==> src/rtl/firing_pkg.sv <==
// Shared definitions for the firing controller and the firing datapath:
// control codes, FSM state encoding and the magazine size.
package firing_pkg;

  localparam logic [2:0] CTRL_RELOAD = 3'b000;
  localparam logic [2:0] CTRL_HOLD   = 3'b001;
  localparam logic [2:0] CTRL_SHOT   = 3'b011;

  localparam logic [1:0] MAX_SHOTS   = 2'b11;

  typedef enum logic [1:0] {
    S_HOLD   = 2'd0,
    S_FIRE   = 2'd1,
    S_COOL   = 2'd2,
    S_RELOAD = 2'd3
  } state_e;

  function automatic int max3(input int a, input int b, input int c);
    int m;
    m = (a > b) ? a : b;
    return (m > c) ? m : c;
  endfunction

endpackage

==> src/rtl/button_conditioner.sv <==
// Raw button -> 2-flop synchronizer -> optional debounce filter -> one-cycle
// press strobe on the rising edge. Debounce is compiled in by FIRING_DEBOUNCE_EN.
module button_conditioner
`ifdef FIRING_DEBOUNCE_EN
  #(parameter int DEBOUNCE_CYCLES = 16)
`endif
(
  input  logic clk,
  input  logic reset,
  input  logic btn,
  output logic press
);

  logic meta_q, meta_d;
  logic sync_q, sync_d;
  logic prev_q, prev_d;
  logic level;

  always_comb begin
    meta_d = btn;
    sync_d = meta_q;
    prev_d = level;
  end

  // NOTE: state registers use non-blocking assignments so every flop samples
  // the pre-edge value of its neighbours, which is what makes the chain a chain.
  always_ff @(posedge clk or posedge reset) begin
    if (reset) begin
      meta_q <= 1'b0;
      sync_q <= 1'b0;
      prev_q <= 1'b0;
    end else begin
      meta_q <= meta_d;
      sync_q <= sync_d;
      prev_q <= prev_d;
    end
  end

`ifdef FIRING_DEBOUNCE_EN
  localparam int CNT_W = $clog2(DEBOUNCE_CYCLES + 1);

  logic             filt_q, filt_d;
  logic [CNT_W-1:0] cnt_q, cnt_d;

  // The filtered level follows the synchronized input only after it has
  // disagreed for DEBOUNCE_CYCLES consecutive cycles; any agreement restarts.
  always_comb begin
    filt_d = filt_q;
    cnt_d  = '0;
    if (sync_q != filt_q) begin
      if (cnt_q == CNT_W'(DEBOUNCE_CYCLES - 1)) filt_d = sync_q;
      else                                      cnt_d  = cnt_q + 1'b1;
    end
  end

  always_ff @(posedge clk or posedge reset) begin
    if (reset) begin
      filt_q <= 1'b0;
      cnt_q  <= '0;
    end else begin
      filt_q <= filt_d;
      cnt_q  <= cnt_d;
    end
  end

  assign level = filt_q;
`else
  assign level = sync_q;
`endif

  assign press = level & ~prev_q;

endmodule

==> src/rtl/firing_controller.sv <==
// Trigger/reload sequencer producing the firing control code for the datapath,
// with cooldown, timed reload and dry-fire detection. Optional: FIRING_DEBOUNCE_EN.
module firing_controller
  import firing_pkg::*;
#(
  parameter int COOLDOWN_CYCLES = 4,
  parameter int RELOAD_CYCLES   = 8,
  parameter int DEBOUNCE_CYCLES = 16
) (
  input  logic       clk,
  input  logic       reset,
  input  logic       fire_btn,
  input  logic       reload_btn,
  input  logic       round_active,
  input  logic [1:0] remaining_shots,
  output logic [2:0] control,
  output logic       shot_fired,
  output logic       dry_fire,
  output logic       reloading
);

  localparam int TIMER_W =
    $clog2(max3(COOLDOWN_CYCLES, RELOAD_CYCLES, DEBOUNCE_CYCLES) + 1);

  logic fire_stb, reload_stb;

`ifdef FIRING_DEBOUNCE_EN
  button_conditioner #(.DEBOUNCE_CYCLES(DEBOUNCE_CYCLES)) u_fire_cond (
    .clk(clk), .reset(reset), .btn(fire_btn), .press(fire_stb)
  );
  button_conditioner #(.DEBOUNCE_CYCLES(DEBOUNCE_CYCLES)) u_reload_cond (
    .clk(clk), .reset(reset), .btn(reload_btn), .press(reload_stb)
  );
`else
  button_conditioner u_fire_cond (
    .clk(clk), .reset(reset), .btn(fire_btn), .press(fire_stb)
  );
  button_conditioner u_reload_cond (
    .clk(clk), .reset(reset), .btn(reload_btn), .press(reload_stb)
  );
`endif

  state_e             state_q, state_d;
  logic [TIMER_W-1:0] timer_q, timer_d;
  logic [2:0]         control_q, control_d;
  logic               shot_fired_q, shot_fired_d;
  logic               dry_fire_q, dry_fire_d;
  logic               reloading_q, reloading_d;

  logic fire_go, reload_go;

  assign fire_go   = round_active & fire_stb;
  assign reload_go = round_active & reload_stb;

  // NOTE: every signal written here gets a default first, so no path through
  // the case leaves one unassigned and no latch is inferred.
  always_comb begin
    state_d    = state_q;
    dry_fire_d = 1'b0;

    unique case (state_q)
      S_HOLD: begin
        if (fire_go && remaining_shots != 2'd0)
          state_d = S_FIRE;
        else if (reload_go && remaining_shots != MAX_SHOTS)
          state_d = S_RELOAD;
        else if (fire_go)
          dry_fire_d = 1'b1;
      end
      S_FIRE:   state_d = S_COOL;
      S_COOL:   if (timer_q == TIMER_W'(COOLDOWN_CYCLES - 1)) state_d = S_HOLD;
      S_RELOAD: if (timer_q == TIMER_W'(RELOAD_CYCLES - 1))   state_d = S_HOLD;
      default:  state_d = S_HOLD;
    endcase

    if (!round_active) state_d = S_HOLD;

    // Restart the timer on every state change; it only advances while timing.
    if (state_d != state_q || state_q == S_HOLD || state_q == S_FIRE)
      timer_d = '0;
    else
      timer_d = timer_q + 1'b1;
  end

  // Outputs are decoded from the next state so they align with the state register.
  always_comb begin
    control_d    = CTRL_HOLD;
    shot_fired_d = 1'b0;
    reloading_d  = 1'b0;
    unique case (state_d)
      S_FIRE: begin
        control_d    = CTRL_SHOT;
        shot_fired_d = 1'b1;
      end
      S_RELOAD: begin
        control_d   = CTRL_RELOAD;
        reloading_d = 1'b1;
      end
      default: control_d = CTRL_HOLD;
    endcase
  end

  always_ff @(posedge clk or posedge reset) begin
    if (reset) begin
      state_q      <= S_HOLD;
      timer_q      <= '0;
      control_q    <= CTRL_HOLD;
      shot_fired_q <= 1'b0;
      dry_fire_q   <= 1'b0;
      reloading_q  <= 1'b0;
    end else begin
      state_q      <= state_d;
      timer_q      <= timer_d;
      control_q    <= control_d;
      shot_fired_q <= shot_fired_d;
      dry_fire_q   <= dry_fire_d;
      reloading_q  <= reloading_d;
    end
  end

  assign control    = control_q;
  assign shot_fired = shot_fired_q;
  assign dry_fire   = dry_fire_q;
  assign reloading  = reloading_q;

endmodule

==> config.mk <==
export PLATFORM = sky130hd
export DESIGN_NAME = firing_controller
export DESIGN_NICKNAME = d
export VERILOG_FILES = /design/src/rtl/firing_pkg.sv /design/src/rtl/button_conditioner.sv /design/src/rtl/firing_controller.sv
export SDC_FILE = /design/constraint.sdc
export NUM_CORES = 1
export LEC_CHECK = 0
export CORE_MARGIN = 3
export CORE_UTILIZATION = 32
export CTS_BUF_LIST = sky130_fd_sc_hd__clkbuf_4
export CTS_CLUSTER_DIAMETER = 60
export DETAILED_ROUTE_END_ITERATION = 10
export PLACE_DENSITY = 0.6
export SYNTH_ARGS = -nofsm -noshare
export SYNTH_HDL_FRONTEND = slang
export SYNTH_SLANG_ARGS = --single-unit
==> constraint.sdc <==
create_clock -name clk -period 1.7 [get_ports clk]
set_input_delay 0.34 -clock clk [delete_from_list [all_inputs] [get_ports clk]]
set_output_delay 0.34 -clock clk [all_outputs]
set_load 0.01 [all_outputs]
* Yosys cells after proc, flatten, opt, wreduce, memory -nomap -nowiden *
Cells that the tools add are included.

storage, ports and cells
  logic and storage cells = 48
  bits in registers = 19
  input port bits = 7

cells by class
  bitwise logic cells = 6
  mux-type cells = 14
  equal/unequal tests = 9
  add/subtract/negate cells = 1
  reductions and logical operators = 6

operators with widths
  cell                 count
  $mux 2               5
  $pmux 2 s4           1
  $eq 2x2->1 const B   3
  $mux 1               6
  $add 5x1->5 const B  1
  $eq 5x2->1 const B   1
  $eq 5x3->1 const B   1
  $mux 5               1
  $and 1x1->1          4
  $eq 2x1->1 const B   2
  $pmux 2 s2           1
  $logic_and 1x1->1    2
  $logic_not 2->1      1
  $logic_or 1x1->1     2
  $ne 2x2->1           1
  $ne 2x2->1 const B   1
  $not 1->1            2
  $reduce_bool 2->1    1

* Logic depth before layout (Yosys ltp) *
  depth after elaboration = 12
  depth in mapped cells = 5
  gate-level depth less buffers = 5

* By module *
A second synthesis with hierarchy kept.

second synthesis, totals
  cells, all modules = 63
  area, all modules = 740.7 um^2

modules (own cells, without submodules)
  module              area an instance (um^2)  instances  cells each  sequential area each (um^2)
  firing_controller   555.5                    1          53          276.5
  button_conditioner  92.6                     2          5           75.1

* Worst setup path before layout *
Ideal clock, no wire load.

  path kind = register to register
  from = register timer_q[0]
  to = register timer_q[2]
  slack = 487 ps
  library setup time = 123 ps
  arrival time = 1091 ps
  stages on the path, launching flop included = 6
  required time = 1577 ps
  buffers on the path = 0
  path through = dfrtp_1 > ha_1 > nor3b_1 > nand3_1 > nand3_1 > nor2_1

between the ends
  longest elaborated chain between the ends = 8
  elaborated cells on any way between the ends = 11
  those cells by class = add/sub: 1; eq/ne: 3; mux: 5; reduce/logical: 2

RTL lines
  element                                          RTL line                                          source
  from (decl)                                      firing_controller.sv:44                           logic [TIMER_W-1:0] timer_q, timer_d;
  from (signal assigned)                           firing_controller.sv:113                          timer_q <= timer_d;
  $eq 5x3->1 / $eq 5x2->1 (equally long branches)  firing_controller.sv:72, firing_controller.sv:71
  $mux 2, on equally long branches                 firing_controller.sv:72, firing_controller.sv:71
  $pmux 2 s4                                       firing_controller.sv:61                           unique case (state_q)
  $mux 2                                           firing_controller.sv:76                           if (!round_active) state_d = S_HOLD;
  $ne 2x2->1                                       firing_controller.sv:79                           if (state_d != state_q || state_q == S_HOLD || state_q == S_FIRE)
  $logic_or 1x1->1 (2 in a row)                    firing_controller.sv:79
  $mux 5 (*)                                       firing_controller.sv:79
  named net timer_d[2]                             firing_controller.sv:44

Mark *: on every way through the listed nets, which the timed path passes. The rest lies on a longest branch.

==> results.md <==
Run status:
- The run finished with clean final reports.

GRT:
- The first global-routing pass estimated 1830 µm of wire.
- The number of global-route vias before repair is 407.
- The sum of overflow across all layers after global routing is 0.
- The initial antenna violation count is 0.
- In the global route stage, overall resource usage came out at 9.77%.
- Entering global routing, the biggest net connects 18 pins.

Die:
- The die is ~51 µm tall.
- The number of rows in the core area is 15.
- 13 I/O pins were placed.
- The core region area is 1840 µm².
- The die boundary width is 51.5 µm.
- The floorplan step defined a die boundary enclosing 2650 µm².
- The starting density of the core is 36.0%.

Layout:
- The number of antenna diodes in the final layout is 0.
- The area of combinational cells with multiple inputs is 213 µm².
- The finished layout holds 96 standard cells, fillers aside.
- The final net count is 80.
- The share of cells above drive strength 1 is 14.1%.
- The area taken by flip-flops and latches is 427 µm².
- Fill cells in the final layout number 189.
- The area growth from synthesis to layout is 26.3%.

Synth:
- For this run, the leading register cell type out of synthesis is sky130_fd_sc_hd__dfrtp_1.
- The commonest cells after synthesis are sky130_fd_sc_hd__dfrtp_1 (16), sky130_fd_sc_hd__nor2_1 (6), sky130_fd_sc_hd__nand2_1 (5).
- The number of nets produced by synthesis is 64.
- Of the synthesized area, sequential elements account for 64.5%.
- The top cell type by area accounts for between 60% and 70% of the synthesized area.
- The cell taking the most area after synthesis is sky130_fd_sc_hd__dfrtp_1.
- The flop and latch count out of synthesis is 17.
- The cell area after synthesis is approximately 660 µm².
- Yosys mapped a number of flops with a built-in enable equal to 0.
- The fraction of registers with async set or reset after synthesis is 100%.
- The average instance area after synthesis is 11.8 µm².
- After synthesis, the cell types taking the most area are sky130_fd_sc_hd__dfrtp_1 (60%), sky130_fd_sc_hd__dfstp_2 (4.0%), sky130_fd_sc_hd__nor2_1 (3.4%).
- In the post-synthesis netlist, the cell with the most instances is sky130_fd_sc_hd__dfrtp_1.
- The count of synthesis-stage warnings from yosys is 0.
- The netlist uses 20 different library cells.
- The cell count after synthesis came out at 56.

Worst setup path:
- The worst setup path endpoint is shot_fired.
- The startpoint identified for the worst register-to-register timing path is timer_q[0].
- At the worst endpoint, the required time is 1360 ps.
- By startpoint and endpoint, the worst setup path is classified as register to primary output.
- The kind of cell with the highest combined delay along the critical path is buffers and inverters.
- The critical path starts at control[1].
- The critical path buffer and inverter count is 1.
- The category of the worst setup path launch point is a register.
- On the worst path, the slowest cell contributes a delay of 540 ps.
- The worst-case reg-to-reg path depth is 5.
- The data arrival time at the worst-slack endpoint is 1170 ps.
- The sort of element at the end of the critical path is a primary output.
- The critical path goes through clkdlybuf4s50_1.
- The cell with the largest stage delay on the worst path is sky130_fd_sc_hd__clkdlybuf4s50_1.
- The setup check on the worst reg-to-reg path leaves a slack of 290 ps.
- In this run the number of cells on the critical path is 1.
- The maximum net fanout on the critical path is 2.
- In this run the critical register-to-register path is captured at timer_q[3].

Timing:
- Setup violations remaining at the end of the flow were counted as 0.
- The time the worst path needs with I/O delays and setup is 1510 ps.
- The clock arrives with 5.76 ps of skew.
- The final worst-path cycle share is around 89%.
- In the final timing run, aggregate negative setup slack is 0 ps.
- The final worst hold slack is approximately 360 ps.
- Setup repair after global routing left no endpoint under its margin.
- Static timing analysis puts the maximum clock frequency at 0.662 GHz.
- The final count of pins violating max slew is 0.
- The count of final hold-check violations is 0.

Routing:
- After detailed routing, the average wire length per cell comes to 11.5 µm.
- The first detailed-routing pass took 4 iterations.
- In the routed layout, each cell is associated on average with a via count of 4.67.
- The routed design has 1110 µm of wire.
- Once detail routing completed, the nets flagged for antenna violations numbered 0.
- The number of DRC markers in iteration 0 is 12.
- The residual DRC count is 0.
- Summing over every cut layer, the via total after detailed routing is ~450.

Place:
- The congestion estimate from routability-driven global placement came to 0.729.
- The HPWL after detailed placement is 800 µm.
- Once placement completed, the tool counted placed cells totaling 92.
- In this run the tool buffered the top-level ports with 11 buffer cells.

CTS:
- Clock-pin slew was measured on the worst setup and hold paths at 90 ps.
- The number of buffers inserted during clock tree synthesis is 3.
- The setup fix buffers added after clock tree synthesis is 0.
- The clock tree root buffer cell is sky130_fd_sc_hd__clkbuf_4.
- The CTS tree is built.
- The number of buffers on the longest clock path is 2.
- The insertion delay of the later-clocked pin in the worst-skew pair is 280 ps.
- The clock sink total is 17.
- Once the clock tree was built, the resizer swapped 0 gates to a different size.
- CTS built an H-tree with a depth of 1.
- Hold repair after CTS inserted 0 buffers.

Min path:
- The path class of the tightest hold or removal check is input port to asynchronous set/reset pin.

Run:
- The reported max-cap violation count is 0.

Pwr:
- The worst-case IR drop observed on VDD is around 470 µV.
- Summed over all cells, the static leakage comes to 0.379 nW.
- The power per standard cell area is 858 nW/µm².
-- placed cells by master, fill, tap and decap left out, types with 2 or more instances in the layout --
| cell type | netlist | final |
|---|---|---|
| sky130_fd_sc_hd__dfrtp_1 | 16 | 16 |
| sky130_fd_sc_hd__clkdlybuf4s50_1 | 0 | 10 |
| sky130_fd_sc_hd__nor2_1 | 6 | 6 |
| sky130_fd_sc_hd__nand2_1 | 5 | 5 |
| sky130_fd_sc_hd__nand3_1 | 4 | 4 |
| sky130_fd_sc_hd__clkbuf_4 | 0 | 4 |
| sky130_fd_sc_hd__a21oi_1 | 3 | 3 |
| sky130_fd_sc_hd__o21a_1 | 3 | 3 |
| sky130_fd_sc_hd__xnor2_1 | 2 | 2 |
| sky130_fd_sc_hd__xor2_1 | 2 | 2 |
| sky130_fd_sc_hd__inv_1 | 2 | 2 |
| sky130_fd_sc_hd__nor3_1 | 2 | 2 |
| sky130_fd_sc_hd__buf_4 | 2 | 2 |
-- area by class of cell --
class,instances,area share (%)
sequential,17,51.0
multi-input combinational,35,25.4
timing repair buffer,13,15.3
tap,25,3.74
clock buffer,4,3.59
inverter,2,0.898
-- through the flow --
step                util [%]  area [µm²]  power (mW)  worst slack (ps)
floorplan                  -         662       0.467               487
global placement        43.7         803       0.502               112
detailed placement      43.7         803       0.503              86.5
CTS                     45.3         833       0.731              12.9
global route            45.4         836       0.755               116
finish                  45.4         836       0.717               189
-- cells by family after synthesis --
group,share of synthesized area (%)
compound gates,10.0
other cells,0.567
fa+ha+maj,1.89
xor+xnor,5.29
simple gates,14.4
buf+inv,3.40
flops,64.5
-- sequential cells by signal (all words and copies together) (netlist names) --
| name | flops |
|---|---|
| dry_fire | 1 |
| u_reload_cond.meta_q | 1 |
| u_fire_cond.prev_q | 1 |
| state_q | 2 |
| u_reload_cond.prev_q | 1 |
| control | 2 |
| u_fire_cond.meta_q | 1 |
| reloading | 1 |
| u_reload_cond.level | 1 |
| timer_q | 5 |
| u_fire_cond.level | 1 |
-- worst min-delay path by stage --
stage,from,endpoint,slack [ps],cells after the start
final,reset,u_reload_cond.prev_q,360,3
after CTS,reset,state_q[0],360,3
after floorplan,reset,control[1],270,1
after detailed placement,u_fire_cond.meta_q,u_fire_cond.level,340,0
after global routing,u_reload_cond.meta_q,u_reload_cond.level,370,0
after global placement,u_reload_cond.meta_q,u_reload_cond.level,330,0
-- report_power, final --
part	internal, mW	leakage [nW]	switching, mW	total, mW
sequential	0.420	0.218	0.00894	0.429
clock	0.107	0.0184	0.116	0.223
combinational	0.0334	0.142	0.0314	0.0648
-- per-layer routing --
metal  wire length [µm]  vias to the layer above  GRT usage (%)  share of wire [%]
met5                  0                        -              0                  0
met4                 10                        0           5.24               0.90
met3                 77                        2           4.37                7.0
met2                531                       18           14.2                 48
met1                485                      213           12.0                 44
li1                   -                      215              -                  -
(Power assumes the default switching activity.)
